--- config.mk ---
export PLATFORM = sky130hd
export DESIGN_NAME = ucie_ctl_rx_credit_ctrl
export DESIGN_NICKNAME = d
export VERILOG_FILES = /design/src/rtl/ucie_ctl_rx_credit_ctrl.sv
export SDC_FILE = /design/constraint.sdc
export NUM_CORES = 1
export LEC_CHECK = 0
export BUFFER_PORTS_ARGS = -buffer_cell sky130_fd_sc_hd__clkbuf_2
export CAP_MARGIN = 20
export CELL_PAD_IN_SITES_DETAIL_PLACEMENT = 2
export CELL_PAD_IN_SITES_GLOBAL_PLACEMENT = 2
export CORE_ASPECT_RATIO = 0.9
export CORE_MARGIN = 4
export CORE_UTILIZATION = 32
export CTS_CLUSTER_SIZE = 30
export DETAILED_ROUTE_END_ITERATION = 7
export PLACE_DENSITY = 0.75
export SYNTH_ARGS = -nofsm -noshare
export SYNTH_HDL_FRONTEND = slang
export SYNTH_SLANG_ARGS = --single-unit
export TNS_END_PERCENT = 20
--- constraint.sdc ---
create_clock -name i_clk -period 2.6 [get_ports i_clk]
set_input_delay 0.52 -clock i_clk [delete_from_list [all_inputs] [get_ports i_clk]]
set_output_delay 0.52 -clock i_clk [all_outputs]
set_load 0.05 [all_outputs]
--- src/rtl/ucie_ctl_rx_credit_ctrl.sv ---
// RX buffer credit/occupancy controller for the UCIe controller RX path.
// Define UCIE_CTL_RX_CREDIT_TIMEOUT_EN to force out stale pending credits after TIMEOUT_CYC cycles.
module ucie_ctl_rx_credit_ctrl #(
  parameter int DEPTH       = 16,
  parameter int CNT_W       = 5,
  parameter int RET_THRESH  = 4,
  parameter int TIMEOUT_CYC = 64
) (
  input  logic             i_clk,
  input  logic             i_rst,
  input  logic             i_state_request,
  input  logic             i_buffer_enable,
  input  logic             i_flit_valid,
  input  logic             i_flit_consumed,
  output logic             o_credit_return_valid,
  output logic [CNT_W-1:0] o_credit_return_count,
  output logic             o_overflow_detected,
  output logic [CNT_W-1:0] o_occupancy,
  output logic             o_full,
  output logic             o_empty,
  output logic             o_error
);

  localparam logic [CNT_W-1:0] DEPTH_C = CNT_W'(DEPTH);
  localparam logic [CNT_W-1:0] RET_C   = CNT_W'(RET_THRESH);

  typedef enum logic [2:0] {
    S_IDLE,
    S_INIT,
    S_ACTIVE,
    S_DRAIN,
    S_ERROR
  } state_t;

  state_t           state_q, state_d;
  logic [CNT_W-1:0] occ_q, occ_d;
  logic [CNT_W-1:0] pend_q, pend_d;
  logic [CNT_W-1:0] occ_nx, occ_drain, pend_nx;
  logic [CNT_W-1:0] ret_cnt_q, ret_cnt_d;
  logic             ret_valid_q, ret_valid_d;
  logic             ovf_q, ovf_d;
  logic             err_q, err_d;
  logic             full_q, empty_q;
  logic             wr, rd, ret_fire;

`ifdef UCIE_CTL_RX_CREDIT_TIMEOUT_EN
  localparam int               TMR_W    = $clog2(TIMEOUT_CYC + 1);
  localparam logic [TMR_W-1:0] TMR_LAST = TMR_W'(TIMEOUT_CYC - 1);
  logic [TMR_W-1:0] tmr_q, tmr_d;
  logic             tmo_hit;
`else
  logic unused_timeout_cfg;
  assign unused_timeout_cfg = ^TIMEOUT_CYC;
`endif

  assign wr = i_flit_valid & i_buffer_enable & (state_q == S_ACTIVE);
  assign rd = i_flit_consumed & (occ_q != '0);

  // Simultaneous write and read cancel out; a read at empty is already masked in rd.
  always_comb begin
    occ_nx = occ_q;
    if (wr && !rd) occ_nx = occ_q + CNT_W'(1);
    else if (!wr && rd) occ_nx = occ_q - CNT_W'(1);
  end

  assign occ_drain = rd ? (occ_q - CNT_W'(1)) : occ_q;
  assign pend_nx   = pend_q + CNT_W'(rd);

  always_comb begin
    state_d     = state_q;
    occ_d       = occ_q;
    pend_d      = pend_q;
    ret_valid_d = 1'b0;
    ret_cnt_d   = '0;
    ovf_d       = 1'b0;
    err_d       = err_q;
    ret_fire    = 1'b0;
`ifdef UCIE_CTL_RX_CREDIT_TIMEOUT_EN
    tmr_d   = '0;
    tmo_hit = (pend_q != '0) && (tmr_q == TMR_LAST);
`endif
    case (state_q)
      S_IDLE: begin
        occ_d  = '0;
        pend_d = '0;
        if (i_state_request) state_d = S_INIT;
      end
      S_INIT: begin
        if (i_state_request) begin
          state_d     = S_ACTIVE;
          ret_valid_d = 1'b1;
          ret_cnt_d   = DEPTH_C;
        end else begin
          state_d = S_IDLE;
        end
      end
      S_ACTIVE: begin
        // Request drop wins over overflow: the cycle is treated as the first drain cycle.
        if (!i_state_request) begin
          state_d = S_DRAIN;
          occ_d   = occ_drain;
          pend_d  = '0;
        end else if (wr && !rd && (occ_q == DEPTH_C)) begin
          state_d = S_ERROR;
          ovf_d   = 1'b1;
          err_d   = 1'b1;
        end else begin
          occ_d    = occ_nx;
          ret_fire = (pend_nx >= RET_C) || ((pend_nx != '0) && (occ_nx == '0));
`ifdef UCIE_CTL_RX_CREDIT_TIMEOUT_EN
          ret_fire = ret_fire || tmo_hit;
`endif
          if (ret_fire) begin
            ret_valid_d = 1'b1;
            ret_cnt_d   = pend_nx;
            pend_d      = '0;
          end else begin
            pend_d = pend_nx;
`ifdef UCIE_CTL_RX_CREDIT_TIMEOUT_EN
            if (pend_q != '0) tmr_d = tmr_q + TMR_W'(1);
`endif
          end
        end
      end
      S_DRAIN: begin
        occ_d  = occ_drain;
        pend_d = '0;
        if (occ_drain == '0) state_d = S_IDLE;
      end
      S_ERROR: begin
        if (!i_state_request) begin
          state_d = S_IDLE;
          occ_d   = '0;
          pend_d  = '0;
          err_d   = 1'b0;
        end
      end
      default: state_d = S_IDLE;
    endcase
  end

  always_ff @(posedge i_clk or posedge i_rst) begin
    if (i_rst) begin
      state_q     <= S_IDLE;
      occ_q       <= '0;
      pend_q      <= '0;
      ret_valid_q <= 1'b0;
      ret_cnt_q   <= '0;
      ovf_q       <= 1'b0;
      err_q       <= 1'b0;
      full_q      <= 1'b0;
      empty_q     <= 1'b1;
    end else begin
      state_q     <= state_d;
      occ_q       <= occ_d;
      pend_q      <= pend_d;
      ret_valid_q <= ret_valid_d;
      ret_cnt_q   <= ret_cnt_d;
      ovf_q       <= ovf_d;
      err_q       <= err_d;
      full_q      <= (occ_d == DEPTH_C);
      empty_q     <= (occ_d == '0);
    end
  end

`ifdef UCIE_CTL_RX_CREDIT_TIMEOUT_EN
  always_ff @(posedge i_clk or posedge i_rst) begin
    if (i_rst) tmr_q <= '0;
    else       tmr_q <= tmr_d;
  end
`endif

  assign o_credit_return_valid = ret_valid_q;
  assign o_credit_return_count = ret_cnt_q;
  assign o_overflow_detected   = ovf_q;
  assign o_occupancy           = occ_q;
  assign o_full                = full_q;
  assign o_empty               = empty_q;
  assign o_error               = err_q;

endmodule

Word-level counts from Yosys, hierarchy flattened
Cells that the tools add are included.
- $add $sub $neg: 3
- equal/unequal tests: 13
- reductions and logical operators: 19
- muxes and demuxes: 36
- magnitude comparators: 1
- bitwise operators: 3
- operators with widths (cell ; number):
    5-bit 2-to-1 mux ; 14
    5-bit one-hot mux with 4 select lines ; 1
    5-bit zero test ; 3
    3-bit 2-to-1 mux ; 5
    3-bit one-hot mux with 5 select lines ; 1
    5-bit one-hot mux with 3 select lines ; 1
    5-bit equality test (second input constant) ; 2
    1-bit 2-to-1 mux ; 10
    5-bit one-hot mux with 2 select lines ; 1
    5-bit nonzero test ; 2
    2-bit inequality test (second input constant) ; 4
    4-bit AND reduction ; 2
    3-bit by 2-bit equality test with 1-bit output (second input constant) ; 2
    5-bit by 1-bit adder with 5-bit output ; 1
    5-bit by 1-bit adder with 5-bit output (second input constant) ; 1
    5-bit by 3-bit >= comparator with 1-bit output (second input constant) ; 1
    5-bit by 1-bit subtractor with 5-bit output (second input constant) ; 1
    1-bit logical AND ; 4
    1-bit one-hot mux with 2 select lines ; 2
    1-bit AND ; 3
    3-bit by 1-bit equality test with 1-bit output (second input constant) ; 1
    3-bit equality test (second input constant) ; 1
    3-bit zero test ; 1
    3-bit by 2-bit inequality test with 1-bit output (second input constant) ; 1
    other kinds (9) ; 10
- input port bits: 6
- logic and storage cells: 84
- bits in registers: 23

Logic depth before layout (Yosys ltp)
- depth after elaboration: 13
- mapped depth: 12
- depth with buffers taken out: 11

Least setup slack after synthesis
Ideal clock, no wire load.
- path type: register to register
- start: register occ_q[0], in the netlist o_occupancy[0]
- end: register pend_q[0]
- required time: 2.478 ns
- cell stages (with the launch flop): 13
- buffers on the path: 1
- period minus slack after synthesis: 3.058 ns
- slack: -0.458 ns
- data arrival time: 2.936 ns
- cell sequence: dfrtp_1 buf_4 inv_1 ha_1 nor4b_1 nor2_1 ha_1 ha_1 nand3_1 nor2_1 a22oi_1 a41oi_4 a32o_1
- word-level cells in the longest chain between the ends: 12
- elaborated cells between the ends (all ways): 23
- ends and longest elaborated chain (what ; RTL line ; source):
    start: declaration ; 36 ; logic [CNT_W-1:0] occ_q, occ_d;
    start signal: assignment ; 145 ; occ_q <= '0;
    start signal: assignment ; 155 ; occ_q <= occ_d;
    parallel branches: the longest is 12 deep, another holds 5-bit by 1-bit adder with 5-bit output ; - ;
    end signal: assignment ; 156 ; pend_q <= pend_d;
    end: declaration ; 37 ; logic [CNT_W-1:0] pend_q, pend_d;
Several ways; the timed one is not identified. The select of a mux whose other input is x is not followed.
A chain may end at the register's enable or synchronous reset.

Worst setup path in the final report
- start: register occ_q[4], in the netlist o_occupancy[4]
- end: register full_q, in the netlist o_full
- word-level cells in the longest chain between the ends: 9
- elaborated cells between the ends (all ways): 17
- ends and longest elaborated chain (what ; RTL line ; source):
    parallel branches: the longest is 7 deep, another holds 5-bit by 1-bit subtractor with 5-bit output ; - ;
    5-bit one-hot mux with 4 select lines * ; 82 ; case (state_q)
    5-bit equality test * ; 161 ; full_q <= (occ_d == DEPTH_C);
    end signal: assignment ; 161 ;
    end: declaration ; 43 ; logic full_q, empty_q;
Every way passes the cells marked *.

==> impl_metrics.yaml <==
detailed_routing:
  via_count: 1570
  dr.pass1.iters: 4
  drc: 0
  wl_per_cell_um: 20.10
  vias_per_cell: 5.751
  drtIter0Drc: 77
  drtAntennaViolNets: 0
  route.final.wire_length_um: 5486
power_and_ir_drop:
  p_comb_share_pct: 62.2
  internal-power_uw: 967.2
  p_per_area_mw_per_mm2: 971.2
  ir_drop_mv: 0.4559
  switching_share_pct: 49.14
  p_switching_uw: 934.6
  pwr-share-clk_pct: 11.5
  p_leak_uw: 0.0008703
  seqPwrFrac_pct: 26.3
setup_path:
  required_ns: 2.77
  worstReg2RegEnd: "o_full"
  cp_data_arrival_time_ns: 2.65
  ff2ff_setup_slack_ns: 0.12
  crit_path_end_kind: "flop"
  crit_fanout: 9
  cp-start-kind: "flop"
  r2r-start: "o_occupancy[4]"
  ff2ff_path_depth: 6
  criticalPathCategory: "flop to flop"
place:
  place.detailed.hpwl_um: 4380
  port_buffers: 20
  gp_congestion: 0.9008
  dpl.cell_count: 269
timing:
  holdWs_ns: 0.3967
  maxSlewViolCount: 0
  fin_skew_ns: 0.004038
  finalHoldViolCount: 0
  clock.fmax_mhz: 403.9
  rsz0062_at_grt: "true"
  final.min_clock_period_ns: 2.476
  worst_pin_slew_ns: 0.8431
  setup_violations: 0
  fin_crit_sh_pct: 95.21
  max_slew_margin_pct: 43.73
cts:
  ctsLongestPathBuffers: 2
  htreeDepth: 1
  path_clk_slew_ns: 0.08
  post_cts_buffers: 0
  cts_buffers: 3
  cts_tree: "done"
  insertion_delay_ns: 0.26
  cts-root-buf: "clkbuf_8"
  cts.sinks: 23
global_route:
  grt_pass1_wl_um: 9239
  grt_antenna_before_repair: 0
  grt_pass1_vias: 1757
  track_usage_pct: 17.76
  grt_start_max_net_pins: 24
  grt-ovfl-total: 0
die:
  die_area_sq_mm: 0.006420
  die_w_um: 84.02
  core_area_sq_mm: 0.004925
  boundaryPins: 21
  fp.dieH_um: 76.41
  initial_core_util_pct: 33.79
  fp-row-count: 24
flow_run:
  cap_violations: 0
yosys:
  async_reset_ff_share_pct: 100.0
  synth.avg_cell_area_sq_um: 9.194
  yosysWarnings: 0
  synth_cell_types: 65
  syn_nets: 191
  synthFlopType: "dfrtp_1"
  syn_inst: 181
  synth_edf_count: 0
  ys_seq_elements: 23
  ys_seq_area_share_pct: 34.66
  syn_area_sq_mm: 0.001664
cells_and_area:
  seqCellArea_sq_um: 579.3
  antenna_cells: 0
  final_cells: 273
  fin_nets: 219
  nFillCells: 589
  syn_to_final_growth_pct: 17.67
  drive_above_1_share_pct: 29.33
  multiInputGateArea_sq_mm: 0.001022
hold_path:
  hold_path.class: "input pin to asynchronous set/reset pin"
outcome:
  status: "finished clean"
-- state kept, by name, summed over array words and instances, names as in the netlist --
| register | count |
|---|---|
| o_full | 1 |
| o_credit_return_valid | 1 |
| o_overflow_detected | 1 |
| state_q | 3 |
| o_occupancy | 5 |
| o_error | 1 |
| pend_q | 5 |
| o_empty | 1 |
| o_credit_return_count | 5 |
-- critical path, cell delays in order, from the launching register on --
cell	delay, ns
dfrtp_1	0.54
o311ai_0	0.72
a21oi_1	0.12
or3_1	0.37
a22oi_1	0.19
o2111ai_1	0.20
nor3b_1	0.25
-- final cells by class --
class	count	area share, %
flip-flops and latches	23	29.58
repair buffers	33	10.10
multi-input cells	141	52.20
clock inverters	1	0.2556
inverters	7	1.597
clock buffers	3	2.109
well taps	65	4.153
-- power by group through the flow --
stage / Clock, uW / Combinational [uW] / Sequential (uW)
after CTS: 231 / 1180 / 500
after floorplan: 0 / 770 / 587
final: 218 / 1180 / 500
after global placement: 0 / 1120 / 500
after detailed placement: 0 / 1150 / 506
after global routing: 246 / 1300 / 512
-- cells in the mapped netlist (3+ instances only) --
| library cell | count | share of area, % |
|---|---|---|
| a211oi_1 | 6 | 2.7 |
| a21oi_1 | 9 | 2.7 |
| a22oi_1 | 3 | 1.4 |
| a31oi_1 | 3 | 1.1 |
| and2_1 | 3 | 1.1 |
| buf_4 | 3 | 1.4 |
| clkbuf_8 | 3 | 2.5 |
| dfrtp_1 | 22 | 33 |
| ha_1 | 4 | 3.0 |
| inv_1 | 7 | 1.6 |
| nand2_1 | 14 | 3.2 |
| nand2b_1 | 3 | 1.1 |
| nand3_1 | 5 | 1.5 |
| nor2_1 | 14 | 3.2 |
| nor2b_1 | 3 | 1.1 |
| nor3_1 | 4 | 1.2 |
| o21ai_0 | 15 | 4.5 |
-- through the flow --
step	instance area, sq um	setup WS [ns]	TNS (ns)	power (uW)	util [%]
3_5_place_dp	1883	-0.01366	-0.01366	1660	38.24
5_1_grt	1958	-0.01839	-0.05110	2056	39.76
3_3_place_gp	1883	0.1580	0	1625	38.24
2_1_floorplan	1705	-0.002325	-0.004650	1357	-
6_report	1958	0.1244	0	1902	39.76
4_1_cts	1943	0.03900	0	1908	39.46
-- cells in the final DEF, fill, tap and decap left out, types with 3 or more instances in the layout --
cell type and n:
a211oi_1 4, a21oi_1 9, a31oi_1 3, and2_1 3
buf_4 13, clkbuf_2 20, clkbuf_8 3, dfrtp_1 20
ha_1 3, inv_1 6, nand2_1 14, nand2b_1 3
nand3_1 5, nor2_1 14, nor2b_1 3, nor3_1 4
o21ai_0 13
-- timing repair --
item	in CTS	in global routing
hold endpoints to repair	0	0
setup endpoints to repair	4	4
resized for setup	2	5
pin swaps	0	1
hold buffers	0	0
-- worst max-delay path by stage --
stage                         from                    end  slack (ns)  cells past startpoint
floorplan           o_occupancy[0]              pend_q[0]      -0.002                     10
global placement    o_occupancy[1]              pend_q[1]        0.16                     11
detailed placement  o_occupancy[1]                 o_full       -0.01                      8
CTS                 o_occupancy[1]  o_credit_return_valid        0.04                     10
global route        o_occupancy[1]              pend_q[1]       -0.02                      8
finish              o_occupancy[4]                 o_full        0.12                      6
-- per-layer routing --
layer	part of all wire (%)	wire length [um]	global-route usage (%)
met2	52	2842	30.92
met4	0.47	26	2.733
met1	45	2480	23.48
met5	0	0	0
met3	2.5	137	2.919
-- kinds of logic after synthesis --
group	after synthesis	synth area share [%]
XOR/XNOR	4	2.106
flip-flops	23	34.66
buffers and inverters	17	7.068
AND/OR/NAND/NOR	68	23.23
multiplexers	3	1.880
AO/OA/AOI/OAI	62	28.05
adder cells (fa/ha/maj)	4	3.008
No activity file was read; power rests on OpenSTA's default activity.
